--- src/rtl/fp16_norm_seq.sv ---
// Post-adder normalizer: turns a raw sign/exponent/12-bit sum into a binary16 word,
// shifting left one bit per cycle after cancellation and flagging overflow/underflow/zero.
module fp16_norm_seq #(
  parameter int EXP_W = 5,
  parameter int MAN_W = 10
) (
  input  logic                   clk,
  input  logic                   rst_n,
  input  logic                   in_valid,
  output logic                   in_ready,
  input  logic                   in_sign,
  input  logic [EXP_W-1:0]       in_exp,
  input  logic [MAN_W+1:0]       in_mant,
  output logic                   out_valid,
  input  logic                   out_ready,
  output logic [EXP_W+MAN_W:0]   out_result,
  output logic [2:0]             out_flags,
  output logic                   busy
);

  typedef enum logic [1:0] {S_IDLE, S_SHIFT, S_DONE} state_t;

  localparam logic [EXP_W-1:0] EXP_MAX   = '1;
  localparam logic [EXP_W:0]   EXP_MAX_W = {1'b0, EXP_MAX};
  localparam logic [EXP_W:0]   EXP_ONE_W = (EXP_W+1)'(1);
  localparam logic [2:0]       F_NONE    = 3'b000;
  localparam logic [2:0]       F_OVF     = 3'b100;
  localparam logic [2:0]       F_UNF     = 3'b010;
  localparam logic [2:0]       F_ZERO    = 3'b001;

  state_t                 r_state;
  logic                   r_sign;
  logic [EXP_W:0]         r_exp;
  logic [MAN_W:0]         r_mant;
  logic                   r_out_valid;
  logic [EXP_W+MAN_W:0]   r_result;
  logic [2:0]             r_flags;

  logic                   w_accept;
  logic [EXP_W:0]         w_exp_inc;
  logic [EXP_W:0]         w_exp_dec;
  logic [MAN_W:0]         w_mant_sh;

  function automatic logic [EXP_W+MAN_W:0] pack(input logic s, input logic [EXP_W-1:0] e,
                                                input logic [MAN_W-1:0] f);
    return {s, e, f};
  endfunction

  assign w_accept  = in_valid && (r_state == S_IDLE);
  assign w_exp_inc = {1'b0, in_exp} + EXP_ONE_W;
  assign w_exp_dec = r_exp - EXP_ONE_W;
  assign w_mant_sh = r_mant << 1;

  assign in_ready   = (r_state == S_IDLE);
  assign busy       = (r_state != S_IDLE);
  assign out_valid  = r_out_valid;
  assign out_result = r_result;
  assign out_flags  = r_flags;

  // Working sign/exponent/mantissa carry no reset; they are only read in SHIFT after a load.
  always_ff @(posedge clk) begin
    if (w_accept) begin
      r_sign <= in_sign;
      r_exp  <= {1'b0, in_exp};
      r_mant <= in_mant[MAN_W:0];
    end else if (r_state == S_SHIFT) begin
      r_exp  <= w_exp_dec;
      r_mant <= w_mant_sh;
    end
  end

  always_ff @(posedge clk or negedge rst_n) begin
    if (!rst_n) begin
      r_state     <= S_IDLE;
      r_out_valid <= 1'b0;
      r_result    <= '0;
      r_flags     <= '0;
    end else begin
      case (r_state)
        S_IDLE: begin
          if (w_accept) begin
            r_state     <= S_DONE;
            r_out_valid <= 1'b1;
            if (in_mant == '0) begin
              r_result <= '0;
              r_flags  <= F_ZERO;
            end else if (in_exp == EXP_MAX) begin
              r_result <= pack(in_sign, EXP_MAX, '0);
              r_flags  <= F_OVF;
            end else if (in_exp == '0) begin
              r_result <= pack(in_sign, '0, '0);
              r_flags  <= F_UNF;
            end else if (in_mant[MAN_W+1]) begin
              // Carry-out: one right shift, dropped LSB is truncated.
              if (w_exp_inc >= EXP_MAX_W) begin
                r_result <= pack(in_sign, EXP_MAX, '0);
                r_flags  <= F_OVF;
              end else begin
                r_result <= pack(in_sign, w_exp_inc[EXP_W-1:0], in_mant[MAN_W:1]);
                r_flags  <= F_NONE;
              end
            end else if (in_mant[MAN_W]) begin
              r_result <= pack(in_sign, in_exp, in_mant[MAN_W-1:0]);
              r_flags  <= F_NONE;
            end else begin
              r_state     <= S_SHIFT;
              r_out_valid <= 1'b0;
            end
          end
        end
        S_SHIFT: begin
          // Underflow is tested before shifting so exponent never reaches zero as a normal.
          if (r_exp <= EXP_ONE_W) begin
            r_result    <= pack(r_sign, '0, '0);
            r_flags     <= F_UNF;
            r_out_valid <= 1'b1;
            r_state     <= S_DONE;
          end else if (w_mant_sh[MAN_W]) begin
            r_result    <= pack(r_sign, w_exp_dec[EXP_W-1:0], w_mant_sh[MAN_W-1:0]);
            r_flags     <= F_NONE;
            r_out_valid <= 1'b1;
            r_state     <= S_DONE;
          end
        end
        S_DONE: begin
          if (out_ready) begin
            r_out_valid <= 1'b0;
            r_state     <= S_IDLE;
          end
        end
        default: begin
          r_state     <= S_IDLE;
          r_out_valid <= 1'b0;
        end
      endcase
    end
  end

endmodule

--- config.mk ---
export PLATFORM = sky130hd
export DESIGN_NAME = fp16_norm_seq
export DESIGN_NICKNAME = d
export VERILOG_FILES = /design/src/rtl/fp16_norm_seq.sv
export SDC_FILE = /design/constraint.sdc
export NUM_CORES = 1
export LEC_CHECK = 0
export ABC_AREA = 0
export ABC_CLOCK_PERIOD_IN_PS = 4600
export BUFFER_PORTS_ARGS = -buffer_cell sky130_fd_sc_hd__buf_2
export CORE_UTILIZATION = 25
export CTS_CLUSTER_SIZE = 24
export DETAILED_ROUTE_END_ITERATION = 6
export GPL_TIMING_DRIVEN = 0
export MAX_ROUTING_LAYER = met4
export PLACE_DENSITY = 0.52
export SETUP_SLACK_MARGIN = 0.02
export SLEW_MARGIN = 20
export SYNTH_ARGS = -nofsm -noshare
export SYNTH_HDL_FRONTEND = slang
export SYNTH_SLANG_ARGS = --single-unit
--- constraint.sdc ---
create_clock -name clk -period 4.6 [get_ports clk]
set_clock_uncertainty 0.1 [all_clocks]
set_input_delay 0.46 -clock clk [delete_from_list [all_inputs] [get_ports clk]]
set_output_delay 0.46 -clock clk [all_outputs]
set_load 0.02 [all_outputs]
==> reports/metrics.cfg <==
[setup_path]
critPathKind = in2reg
start_kind = input port
arrival_ns = 2.84
cp-end-kind = flip-flop
crit_fanout = 10
critPathRequiredTime_ns = 4.68

[global_routing]
grt_pass1_wl_um = 10200
grt_usage = 0.136
antenna_found_initial = 0
overflow = 0
grt_max_degree = 23
grt_pass1_vias = 1935

[timing]
setup_viol_count_final = 0
period_share = 0.598
relSlewSlack = 0.398
rsz0062_at_grt = false
worst_slew_pin_slew_ns = 0.890
drv_slew = 0
whs_ns = 0.0189
tns_ns = 0
max_freq_ghz = 0.363
hold_viol = 0
min_period_ns = 2.75

[die]
die_w_um = 99.6
die_h_um = 99.6
core_area_sq_um = 9240
die_area_sq_um = 9920
initial_core_util = 0.258
std_cell_rows = 35
io_pins = 44

[detailed_routing]
first_pass_iters = 4
wl_per_cell_um = 14.4
dr.max_layer_used = met4
initialDrtViolationCount = 128
dr_wl_met3_um = 402
wl_met1_um = 2920
drt-total-wl_um = 6090
drc = 0
drt.antenna.violating_nets = 0
route.met2.wl_um = 2710
viasPerCell = 4.65
vias = 1970

[finish]
layout_common_cells = 46 x nand2_1, 44 x buf_2, 22 x dfrtp_1
diodes = 0
layout-drive-gt1-share = 0.251
final_common_cell = nand2_1
final_nets = 322
area_growth_pct = 21.0

[clocking]
worst_skew_pair.late_latency_ns = 0.29
postCtsSetupBuffers = 0
path_clk_slew_ns = 0.08
clock-sinks = 39
cts_tree = built
numCtsBuffers = 5
hold_buffers = 0
htree_levels = 2
cts_buffer_depth = 2
cts-root-buf = clkbuf_8
cts_resized = 0

[yosys]
avgSynthCellArea_sq_um = 9.76
synth_nets = 272
synth-edff-count = 16
async_flop_share = 0.564
yosysWarnings = 0
ys_seq_elements = 39
synthCells = 244
synth.distinct_cells = 49
seq_area_frac_synth = 0.441
syn_area_sq_um = 2380
synth_ff_type = dfrtp_1

[pwr]
p_sw_mw = 0.632
p_seq_frac = 0.384
power.density_nw_per_um2 = 575
p_int_mw = 1.02
leakagePower_nw = 1.24
switching_share = 0.382
clkPwrFrac = 0.179
ir_drop_mv = 0.202
combPwrFrac = 0.437

[placed_design]
detailed_place_hpwl_um = 4770
gp_congestion = 0.817
portBuffers = 43

[flow_run]
cap_viol_max_count = 0

[outcome]
status = completed

[hold_path]
hold_path.class = in2async

synth_stat cells, types with 3 or more instances:
master	instances	area [sq um]
a21oi_1	12	60.1
a41oi_1	9	78.8
and3_1	4	25.0
buf_1	4	15.0
clkbuf_1	5	18.8
dfrtp_1	22	551
edfxtp_1	16	480
ha_1	6	75.1
inv_1	10	37.5
mux2_1	6	67.6
mux2_2	3	33.8
mux2_4	10	150
nand2_1	46	173
nand3_1	3	15.0
nor2_1	18	67.6
nor2b_1	10	62.6
nor4_1	4	25.0
o21ai_0	11	55.1
o22ai_1	4	25.0
o32ai_1	3	26.3
xnor2_1	3	26.3
layer usage:
metal  global-route usage  vias to the layer above
met4               0.0339                        0
met1                0.188                      928
li1                     -                      975
met2                0.202                       62
met3               0.0295                        5
met5                    -                        -
power by group through the flow:
stage	logic (mW)	registers (mW)	clock network (mW)
finish	0.724	0.635	0.296
CTS	0.734	0.638	0.302
global placement	0.726	0.640	0
floorplan	0.428	0.718	0
detailed placement	0.732	0.643	0
global route	0.797	0.655	0.319
sequential cells by signal, indices dropped and copies added (netlist names):
signal,flops
out_valid,1
out_flags,3
r_mant,10
r_exp,6
r_state,2
r_sign,1
out_result,16
worst paths after layout:
| path | from | to | slack (ns) | cells past startpoint |
|---|---|---|---|---|
| worst min-delay path | rst_n | out_result[13]$_DFFE_PN0P_ | 0.02 | 1 |
| max in group asynchronous | rst_n | out_result[5]$_DFFE_PN0P_ | 4.05 | 1 |
| worst min register to register | out_result[0]$_DFFE_PN0P_ | out_result[0]$_DFFE_PN0P_ | 0.38 | 1 |
| worst max-delay path | in_exp[1] | out_result[6]$_DFFE_PN0P_ | 1.85 | 10 |
| min in group clk | in_sign | r_sign$_DFFE_PP_ | 0.27 | 1 |
| worst max register to register | r_exp[2]$_DFFE_PP_ | out_result[3]$_DFFE_PN0P_ | 2.18 | 6 |
cell families after synthesis:
group | Yosys count | share of synthesized area
buffers and inverters | 23 | 0.0483
adder cells (fa/ha/maj) | 6 | 0.0315
AND/OR/NAND/NOR | 102 | 0.212
multiplexers | 19 | 0.106
flip-flops | 39 | 0.441
AO/OA/AOI/OAI | 50 | 0.143
XOR/XNOR | 5 | 0.0184
metrics by stage:
step,std cells,total power [mW],util,worst slack (ns),instance area (sq um)
3_3_place_gp,416,1.37,0.298,1.57,2760
3_5_place_dp,416,1.37,0.298,1.55,2760
2_1_floorplan,244,1.15,-,1.95,2380
6_report,424,1.66,0.312,1.85,2880
5_1_grt,424,1.77,0.312,1.73,2880
4_1_cts,424,1.67,0.312,1.84,2880
critical path, stage by stage:
cell     delay (ns)
buf_2          0.15
ha_1           0.25
and3_1         0.21
ha_1           0.28
nand2_1        0.05
or4_4          0.56
buf_2          0.21
a41oi_1        0.22
o21ai_0        0.15
mux2_4         0.28
cell type report:
type | instances | area (sq um)
buffer | 13 | 77.6
clock buffer | 8 | 123
fill | 990 | 6360
inverter | 10 | 37.5
multi-input combinational | 182 | 1210
sequential | 39 | 1050
tap | 129 | 161
timing repair buffer | 43 | 215
(Power assumes the default switching activity.)
